### src/rtl/alu_exec_unit_if.sv
// ---------------------------------------------------------------------------
// alu_exec_unit_if
// Bundles the execute-stage operand, control and result signals of
// alu_exec_unit. Clock and reset stay outside as plain module ports.
//
// Signals
//   en_i        output-register load enable (0 = stall, hold)
//   ALUOp_i     operation class from main control
//   funct_i     instruction funct field / immediate bits [5:0]
//   data1_i     ALU operand A
//   data2_i     ALU operand B
//   add_a_i     free-standing adder operand A
//   add_b_i     free-standing adder operand B
//   ALUCtrl_o   decoded ALU control code (combinational)
//   data_o      ALU result (combinational)
//   zero_o      data_o == 0 (combinational)
//   add_o       add_a_i + add_b_i (combinational)
//   result_q_o  registered ALU result
//   zero_q_o    registered zero flag
//
// Modports
//   master  drives operands/control, observes results (pipeline / bench)
//   slave   the execute unit itself
// ---------------------------------------------------------------------------
interface alu_exec_unit_if #(
  parameter int WIDTH = 32
);

  logic             en_i;
  logic [1:0]       ALUOp_i;
  logic [5:0]       funct_i;
  logic [WIDTH-1:0] data1_i;
  logic [WIDTH-1:0] data2_i;
  logic [WIDTH-1:0] add_a_i;
  logic [WIDTH-1:0] add_b_i;

  logic [2:0]       ALUCtrl_o;
  logic [WIDTH-1:0] data_o;
  logic             zero_o;
  logic [WIDTH-1:0] add_o;
  logic [WIDTH-1:0] result_q_o;
  logic             zero_q_o;

  modport master (
    output en_i,
    output ALUOp_i,
    output funct_i,
    output data1_i,
    output data2_i,
    output add_a_i,
    output add_b_i,
    input  ALUCtrl_o,
    input  data_o,
    input  zero_o,
    input  add_o,
    input  result_q_o,
    input  zero_q_o
  );

  modport slave (
    input  en_i,
    input  ALUOp_i,
    input  funct_i,
    input  data1_i,
    input  data2_i,
    input  add_a_i,
    input  add_b_i,
    output ALUCtrl_o,
    output data_o,
    output zero_o,
    output add_o,
    output result_q_o,
    output zero_q_o
  );

endinterface

### src/rtl/alu_exec_unit.sv
// ---------------------------------------------------------------------------
// alu_exec_unit
// Execute-stage arithmetic block of the 5-stage MIPS pipeline:
//   - ALU-control decode (ALUOp + funct -> 3-bit control code)
//   - WIDTH-bit ALU (and, or, add, sub, mul low half, signed slt)
//   - free-standing WIDTH-bit adder for PC+4 / branch target
//   - one-cycle output register (result + zero) toward EX/MEM
//
// Ports
//   clk_i    clock, rising-edge active
//   rst_n_i  asynchronous active-low reset; clears only the output register
//   bus      alu_exec_unit_if.slave: operands, control, results
//
// The combinational outputs never see reset; only result_q_o / zero_q_o do.
// ---------------------------------------------------------------------------
module alu_exec_unit #(
  parameter int WIDTH = 32
) (
  input  logic           clk_i,
  input  logic           rst_n_i,
  alu_exec_unit_if.slave bus
);

  // ALUOp classes from main control
  localparam logic [1:0] ALUOP_ADD   = 2'b00;
  localparam logic [1:0] ALUOP_SUB   = 2'b01;
  localparam logic [1:0] ALUOP_RTYPE = 2'b10;
  localparam logic [1:0] ALUOP_OR    = 2'b11;

  // R-type funct encodings
  localparam logic [5:0] FUNCT_ADD = 6'b100000;
  localparam logic [5:0] FUNCT_SUB = 6'b100010;
  localparam logic [5:0] FUNCT_AND = 6'b100100;
  localparam logic [5:0] FUNCT_OR  = 6'b100101;
  localparam logic [5:0] FUNCT_MUL = 6'b011000;
  localparam logic [5:0] FUNCT_SLT = 6'b101010;

  // ALU control codes
  localparam logic [2:0] CTRL_AND = 3'b000;
  localparam logic [2:0] CTRL_OR  = 3'b001;
  localparam logic [2:0] CTRL_ADD = 3'b010;
  localparam logic [2:0] CTRL_MUL = 3'b011;
  localparam logic [2:0] CTRL_SUB = 3'b110;
  localparam logic [2:0] CTRL_SLT = 3'b111;

  logic [2:0]       alu_ctrl;
  logic [WIDTH-1:0] op_a;
  logic [WIDTH-1:0] op_b;
  logic [WIDTH-1:0] sum_ab;
  logic [WIDTH-1:0] diff_ab;
  logic [WIDTH-1:0] prod_lo;
  logic             lt_signed;
  logic [WIDTH-1:0] alu_res;
  logic             alu_zero;
  logic [WIDTH-1:0] result_q;
  logic             zero_q;

  assign op_a = bus.data1_i;
  assign op_b = bus.data2_i;

  // -------------------------------------------------------------------------
  // ALU control decode
  // -------------------------------------------------------------------------
  always_comb begin
    alu_ctrl = CTRL_ADD;
    case (bus.ALUOp_i)
      ALUOP_ADD: alu_ctrl = CTRL_ADD;
      ALUOP_SUB: alu_ctrl = CTRL_SUB;
      ALUOP_OR:  alu_ctrl = CTRL_OR;
      ALUOP_RTYPE: begin
        case (bus.funct_i)
          FUNCT_ADD: alu_ctrl = CTRL_ADD;
          FUNCT_SUB: alu_ctrl = CTRL_SUB;
          FUNCT_AND: alu_ctrl = CTRL_AND;
          FUNCT_OR:  alu_ctrl = CTRL_OR;
          FUNCT_MUL: alu_ctrl = CTRL_MUL;
          FUNCT_SLT: alu_ctrl = CTRL_SLT;
          // unknown R-type funct degrades to add rather than trapping
          default:   alu_ctrl = CTRL_ADD;
        endcase
      end
      default: alu_ctrl = CTRL_ADD;
    endcase
  end

  // -------------------------------------------------------------------------
  // ALU datapath
  // -------------------------------------------------------------------------
  // Add/sub/mul all wrap; the low WIDTH bits of a product are the same for
  // signed and unsigned operands, so a plain unsigned multiply suffices.
  assign sum_ab    = op_a + op_b;
  assign diff_ab   = op_a - op_b;
  assign prod_lo   = op_a * op_b;
  assign lt_signed = $signed(op_a) < $signed(op_b);

  always_comb begin
    alu_res = '0;
    case (alu_ctrl)
      CTRL_AND: alu_res = op_a & op_b;
      CTRL_OR:  alu_res = op_a | op_b;
      CTRL_ADD: alu_res = sum_ab;
      CTRL_SUB: alu_res = diff_ab;
      CTRL_MUL: alu_res = prod_lo;
      CTRL_SLT: alu_res = {{(WIDTH-1){1'b0}}, lt_signed};
      // codes 100 and 101 are never decoded; keep them at a defined zero
      default:  alu_res = '0;
    endcase
  end

  assign alu_zero = (alu_res == '0);

  // -------------------------------------------------------------------------
  // EX/MEM output register; reset wins over enable
  // -------------------------------------------------------------------------
  always_ff @(posedge clk_i or negedge rst_n_i) begin
    if (!rst_n_i) begin
      result_q <= '0;
      zero_q   <= 1'b0;
    end else if (bus.en_i) begin
      result_q <= alu_res;
      zero_q   <= alu_zero;
    end
  end

  // -------------------------------------------------------------------------
  // Outputs
  // -------------------------------------------------------------------------
  assign bus.ALUCtrl_o  = alu_ctrl;
  assign bus.data_o     = alu_res;
  assign bus.zero_o     = alu_zero;
  // PC-path adder is kept apart from the ALU so branch targets never
  // contend with the main operation; carry-out is dropped.
  assign bus.add_o      = bus.add_a_i + bus.add_b_i;
  assign bus.result_q_o = result_q;
  assign bus.zero_q_o   = zero_q;

endmodule

### src/flat_wrapper.sv
// flat-port wrapper written by rule: the top's interface ports become plain ports
module alu_exec_unit_flat 
#(
  parameter int WIDTH = 32
)
  (clk_i, rst_n_i, bus_en_i, bus_ALUOp_i, bus_funct_i, bus_data1_i, bus_data2_i, bus_add_a_i, bus_add_b_i, bus_ALUCtrl_o, bus_data_o, bus_zero_o, bus_add_o, bus_result_q_o, bus_zero_q_o);
  alu_exec_unit_if #(.WIDTH(WIDTH)) bus_i ();
  input  logic clk_i;
  input  logic rst_n_i;
  input wire logic [$bits(bus_i.en_i)-1:0] bus_en_i;
  input wire logic [$bits(bus_i.ALUOp_i)-1:0] bus_ALUOp_i;
  input wire logic [$bits(bus_i.funct_i)-1:0] bus_funct_i;
  input wire logic [$bits(bus_i.data1_i)-1:0] bus_data1_i;
  input wire logic [$bits(bus_i.data2_i)-1:0] bus_data2_i;
  input wire logic [$bits(bus_i.add_a_i)-1:0] bus_add_a_i;
  input wire logic [$bits(bus_i.add_b_i)-1:0] bus_add_b_i;
  output wire logic [$bits(bus_i.ALUCtrl_o)-1:0] bus_ALUCtrl_o;
  output wire logic [$bits(bus_i.data_o)-1:0] bus_data_o;
  output wire logic [$bits(bus_i.zero_o)-1:0] bus_zero_o;
  output wire logic [$bits(bus_i.add_o)-1:0] bus_add_o;
  output wire logic [$bits(bus_i.result_q_o)-1:0] bus_result_q_o;
  output wire logic [$bits(bus_i.zero_q_o)-1:0] bus_zero_q_o;
  assign bus_i.en_i = bus_en_i;
  assign bus_i.ALUOp_i = bus_ALUOp_i;
  assign bus_i.funct_i = bus_funct_i;
  assign bus_i.data1_i = bus_data1_i;
  assign bus_i.data2_i = bus_data2_i;
  assign bus_i.add_a_i = bus_add_a_i;
  assign bus_i.add_b_i = bus_add_b_i;
  assign bus_ALUCtrl_o = bus_i.ALUCtrl_o;
  assign bus_data_o = bus_i.data_o;
  assign bus_zero_o = bus_i.zero_o;
  assign bus_add_o = bus_i.add_o;
  assign bus_result_q_o = bus_i.result_q_o;
  assign bus_zero_q_o = bus_i.zero_q_o;
  alu_exec_unit #(.WIDTH(WIDTH)) u_core (.clk_i(clk_i), .rst_n_i(rst_n_i), .bus(bus_i));
endmodule
### config.mk
export PLATFORM = sky130hd
export DESIGN_NAME = alu_exec_unit_flat
export DESIGN_NICKNAME = d
export VERILOG_FILES = /design/src/rtl/alu_exec_unit_if.sv /design/src/rtl/alu_exec_unit.sv /design/src/flat_wrapper.sv
export SDC_FILE = /design/constraint.sdc
export NUM_CORES = 2
export LEC_CHECK = 0
export BUFFER_PORTS_ARGS = -buffer_cell sky130_fd_sc_hd__buf_2
export CELL_PAD_IN_SITES_DETAIL_PLACEMENT = 0
export CELL_PAD_IN_SITES_GLOBAL_PLACEMENT = 1
export CORE_MARGIN = 1.5
export CORE_UTILIZATION = 35
export DETAILED_ROUTE_END_ITERATION = 10
export GPL_TIMING_DRIVEN = 0
export PLACE_DENSITY = 0.73
export SLEW_MARGIN = 10
export SYNTH_ARGS = -nofsm -noshare
export SYNTH_HDL_FRONTEND = slang
export SYNTH_SLANG_ARGS = --single-unit
### constraint.sdc
create_clock -name clk_i -period 12.7 [get_ports clk_i]
set_clock_uncertainty 0.1 [all_clocks]
set_input_delay 0.635 -clock clk_i [delete_from_list [all_inputs] [get_ports clk_i]]
set_output_delay 0.635 -clock clk_i [all_outputs]
set_load 0.01 [all_outputs]
After elaboration in Yosys (flattened, before gate mapping)
Cells that the tools add are included.
{"block": "word_totals", "out_inout_bits": 101, "inputBits": 139, "word_cells": 28, "reg_bits": 33}
{"block": "op_classes", "n_addsub": 3, "bitwise_logic": 2, "n_mul": 1, "n_lt_le_gt_ge": 1, "n_reduce_logical": 3, "mux": 3, "eq_ne": 13}
{"operator": "case mux 32 bit (6 select lines)", "count": 1}
{"operator": "adder 32 bit", "count": 2}
{"operator": "bitwise AND 32 bit", "count": 1}
{"operator": "logical NOT 32 bit", "count": 1}
{"operator": "less-than comparator 32 bit", "count": 1}
{"operator": "multiplier 32 x 32 -> 32 bit", "count": 1}
{"operator": "OR 32 bit", "count": 1}
{"operator": "subtractor 32 bit", "count": 1}
{"operator": "== test 6 bit, second input constant", "count": 4}
{"operator": "case mux 3 bit (5 select lines)", "count": 1}
{"operator": "case mux 3 bit (4 select lines)", "count": 1}
{"operator": "== test 3 x 2 -> 1 bit, second input constant", "count": 2}
{"operator": "== test 3 bit, second input constant", "count": 2}
{"operator": "== test 6 x 5 -> 1 bit, second input constant", "count": 1}
{"operator": "== test 2 bit, second input constant", "count": 2}
{"operator": "== test 3 x 1 -> 1 bit, second input constant", "count": 1}
{"operator": "logical NOT 3 bit", "count": 1}
{"operator": "== test 2 x 1 -> 1 bit, second input constant", "count": 1}
{"operator": "logical NOT 2 bit", "count": 1}

Longest topological paths before layout
{"block": "depth", "ltp_word": 6, "ltp_mapped": 31, "depth_no_buf": 28}

Least setup slack after synthesis
Ideal clock, no wire load.
{"block": "synth_path", "path_type": "input to output", "start": "input bus_data2_i[2]", "end": "output bus_zero_o", "path_buffers": 2, "path_slack_ns": 4.065, "required_ns": 11.965, "t_arrival_ns": 7.900, "path_stages": 26, "cell_sequence": "clkbuf_1 inv_1 clkbuf_1 nor2_1 fa_1 inv_1 fa_1 fa_1 fa_1 inv_1 fa_1 fa_1 fa_1 fa_1 ha_1 a21oi_1 nand2_1 o21ai_0 nor2_1 a211o_1 nor2b_1 o21ai_0 xnor2_1 a221o_1 or2_2 nor3_1"}
{"block": "synth_via", "elab_chain_cells": 3, "elab_cells_between_ends": 8, "cone_classes": "2 x add/sub; 1 x mul; 1 x order compare; 1 x mux; 2 x bitwise; 1 x reduce/logical"}
{"element": "from (decl)", "line_no": "flat_wrapper.sv:14", "rtl": "input wire logic [$bits(bus_i.data2_i)-1:0] bus_data2_i;"}
{"element": "multiplier 32 x 32 -> 32 bit (tied with other cells)", "line_no": "alu_exec_unit.sv:93", "rtl": "assign prod_lo = op_a * op_b;"}
{"element": "case mux 32 bit (6 select lines) *", "line_no": "alu_exec_unit.sv:98", "rtl": "case (alu_ctrl)"}
{"element": "net bus_data_o[31]", "line_no": "flat_wrapper.sv:18", "rtl": "output wire logic [$bits(bus_i.data_o)-1:0] bus_data_o;"}
{"element": "logical NOT 32 bit *", "line_no": "alu_exec_unit.sv:110", "rtl": "assign alu_zero = (alu_res == '0);"}
{"element": "to (decl)", "line_no": "flat_wrapper.sv:19", "rtl": "output wire logic [$bits(bus_i.zero_o)-1:0] bus_zero_o;"}
The timed path passes the listed nets; every way through them passes the cells marked *.

Worst setup path after layout
{"block": "layout_path", "start": "input bus_data1_i[4]", "end": "output bus_zero_o"}
{"block": "layout_via", "elab_chain_cells": 3, "elab_cells_between_ends": 8, "cone_classes": "2 x add/sub; 1 x mul; 1 x order compare; 1 x mux; 2 x bitwise; 1 x reduce/logical"}
{"element": "from (decl)", "line_no": "flat_wrapper.sv:13", "rtl": "input wire logic [$bits(bus_i.data1_i)-1:0] bus_data1_i;"}
{"element": "multiplier 32 x 32 -> 32 bit (tied with other cells)", "line_no": "alu_exec_unit.sv:93"}
{"element": "case mux 32 bit (6 select lines) *", "line_no": "alu_exec_unit.sv:98"}
{"element": "logical NOT 32 bit *", "line_no": "alu_exec_unit.sv:110"}
Every way passes the cells marked *; elsewhere a longest branch is shown, timed or not.

==> results_dict.tcl <==
set metrics [dict create \
    path_max_fanout 10 \
    synth-seq-cells 33 \
    h-tree-depth 2 \
    drive_above_1_share 0.0914 \
    drt_iter0_drc 2196 \
    cts_resized 0 \
    die_x_um 260 \
    fillers 6990 \
    cts_tree "yes" \
    core_mm2 0.0656 \
    drt-pass1-iter-count 5 \
    ant_nets 0 \
    grt_pass1_vias 22100 \
    grtUsageTotal 0.292 \
    clk_latency_ns 0.28 \
    post-route-drc-count 0 \
    syn_inst 2905 \
    status "finished clean" \
    criticalPathCategory "in -> out" \
    wl_per_cell_um 24.5 \
    crit_family "adder cells" \
    worstPathRequired_ns 11.97 \
    hp-class "in -> async" \
    rrSetupSlack_ns 11.87 \
    crit_slowest_cell "clkinv_1" \
    initial_core_util 0.353 \
    area_growth_pct 10.5 \
    drv_cap 0 \
    num_vias 22200 \
    die_h_um 260 \
    finalWeightedCongestion 0.993 \
    rr_endpoint "u_core.bus.result_q_o[24]" \
    r2r_cells 1 \
    endpoint_kind "primary output" \
    synth-async-reset-ratio 1.00 \
    final_common_cell "inv_1" \
    hpwlAfterDp_um 82300 \
    finalCritPeriodShare 0.913 \
    synth_edf_count 0 \
    worst-path-buf-inv 12 \
    fin_crit_ns 11.59 \
    hold_violations 0 \
    clk_pin_slew_ns 0.06 \
    fp-row-count 94 \
    synth_top_area_cell "fa_1" \
    cts_made_buffers 5 \
    final_nets 3949 \
    io_pins 240 \
    tightest_slew_ns 1.40 \
    grt_overflow 0 \
    multiInputGateArea_mm2 0.0200 \
    grt_pass1_wl_um 146000 \
    yosys_warnings 0 \
    synth_area_mm2 0.0232 \
    reg2reg_from "u_core.bus.result_q_o[24]" \
    die-area_mm2 0.0678 \
    startpoint_type "input port" \
    clock-sinks 33 \
    fin_tns_setup_ns 0 \
    drt-vias-per-instance 5.52 \
    netlist.area_leader.share 0.355 \
    setup_violations 0 \
    cp_slowest_stage_delay_ns 0.91 \
    mostFrequentLayoutCells "inv_1, nor2_1, fa_1" \
    syn_avg_cell_area_um2 7.98 \
    crit_top_cell "fa_1" \
    max_slew_margin 0.0695 \
    grt_max_degree 34 \
    ys_seq_area_frac 0.0356 \
    postRouteWirelength_um 98400 \
    rsz0062_at_grt "false" \
    portBuffers 236 \
    crit_arrival_ns 10.85 \
    crit_path_start "bus_data1_i[4]" \
    clock.fmax_ghz 0.0863 \
    antenna_found_initial 9 \
    area.sequential_um2 826 \
    ys.flop_type "dfrtp_1" \
    cts_max_path_buffers 2 \
    synth.area.top_cells "fa_1, ha_1, inv_1" \
    cts_setup_buffers 0 \
    postCtsHoldBufs 0 \
    synth_nets 3705 \
    ys_types 88 \
    slew_viol_final 0 \
    cts_root_buffer "clkbuf_16" \
]
state kept, by name, indices dropped and copies added (netlist names):
signal                 cells
u_core.bus.result_q_o     32
u_core.bus.zero_q_o        1
per-stage QoR:
stage               cell area (um2)  utilization  instances  setup WS (ns)  hold WS (ns)
floorplan                     23200            -       2905           4.06         0.239
global placement              25500        0.388       4005           1.31         0.368
detailed placement            25500        0.388       4006           1.41         0.390
CTS                           25600        0.390       4014           1.38         0.358
global route                  25600        0.390       4016          0.775         0.403
finish                        25600        0.390       4017           1.11         0.338
synth_stat cells (10+ instances only):
cell      instances
nor2b_1          23
o21a_1           27
buf_1            10
inv_1           483
mux2i_1          11
dfrtp_1          33
a31oi_1          11
ha_1            250
nand4_1          12
nand2_1         294
o31ai_1          21
clkinv_1         12
a221oi_1         17
o21bai_1         12
o21ai_0          84
xor2_1           26
a211oi_1         16
a21o_1           36
and3_1           17
xnor2_1          96
nand2b_1         17
a21oi_1          98
nor4_1           15
o211ai_1         21
or3_1            14
nor3_1           39
nor2_1          478
fa_1            411
clkbuf_1        103
nand3_1          35
area by class of cell:
class	instances	share of cell area
buffer	125	0.0195
multi-input combinational	2247	0.781
tap	864	0.0422
inverter	500	0.0732
timing repair buffer	237	0.0464
clock inverter	3	0.000684
antenna	3	0.000293
sequential	33	0.0322
clock buffer	5	0.00488
kinds of logic after synthesis:
family                   count (synthesis)  synth area share
AO/OA/AOI/OAI                          469             0.140
XOR/XNOR                               122            0.0461
adder cells (fa/ha/maj)                661             0.490
buffers and inverters                  625             0.102
flip-flops                              33            0.0356
multiplexers                            14           0.00620
AND/OR/NAND/NOR                        981             0.180
routing by layer:
| metal | GRT usage | up-vias | wire [um] |
|---|---|---|---|
| met3 | 0.0445 | 185 | 8720 |
| li1 | - | 9793 | - |
| met2 | 0.461 | 1075 | 43900 |
| met1 | 0.411 | 11100 | 42000 |
| met4 | 0.0904 | 6 | 3730 |
| met5 | 0 | - | 23 |
worst max path at each step:
| stage | end | slack, ns | cells after the start |
|---|---|---|---|
| floorplan | bus_zero_o | 4.06 | 26 |
| global placement | bus_zero_o | 1.31 | 28 |
| detailed placement | bus_zero_o | 1.41 | 33 |
| CTS | bus_zero_o | 1.38 | 33 |
| global route | bus_zero_o | 0.77 | 33 |
| finish | bus_zero_o | 1.11 | 33 |
Power is left out: the tool's default activity adds up to more than one toggle a clock period on the data nets, which glitch-free logic cannot reach.
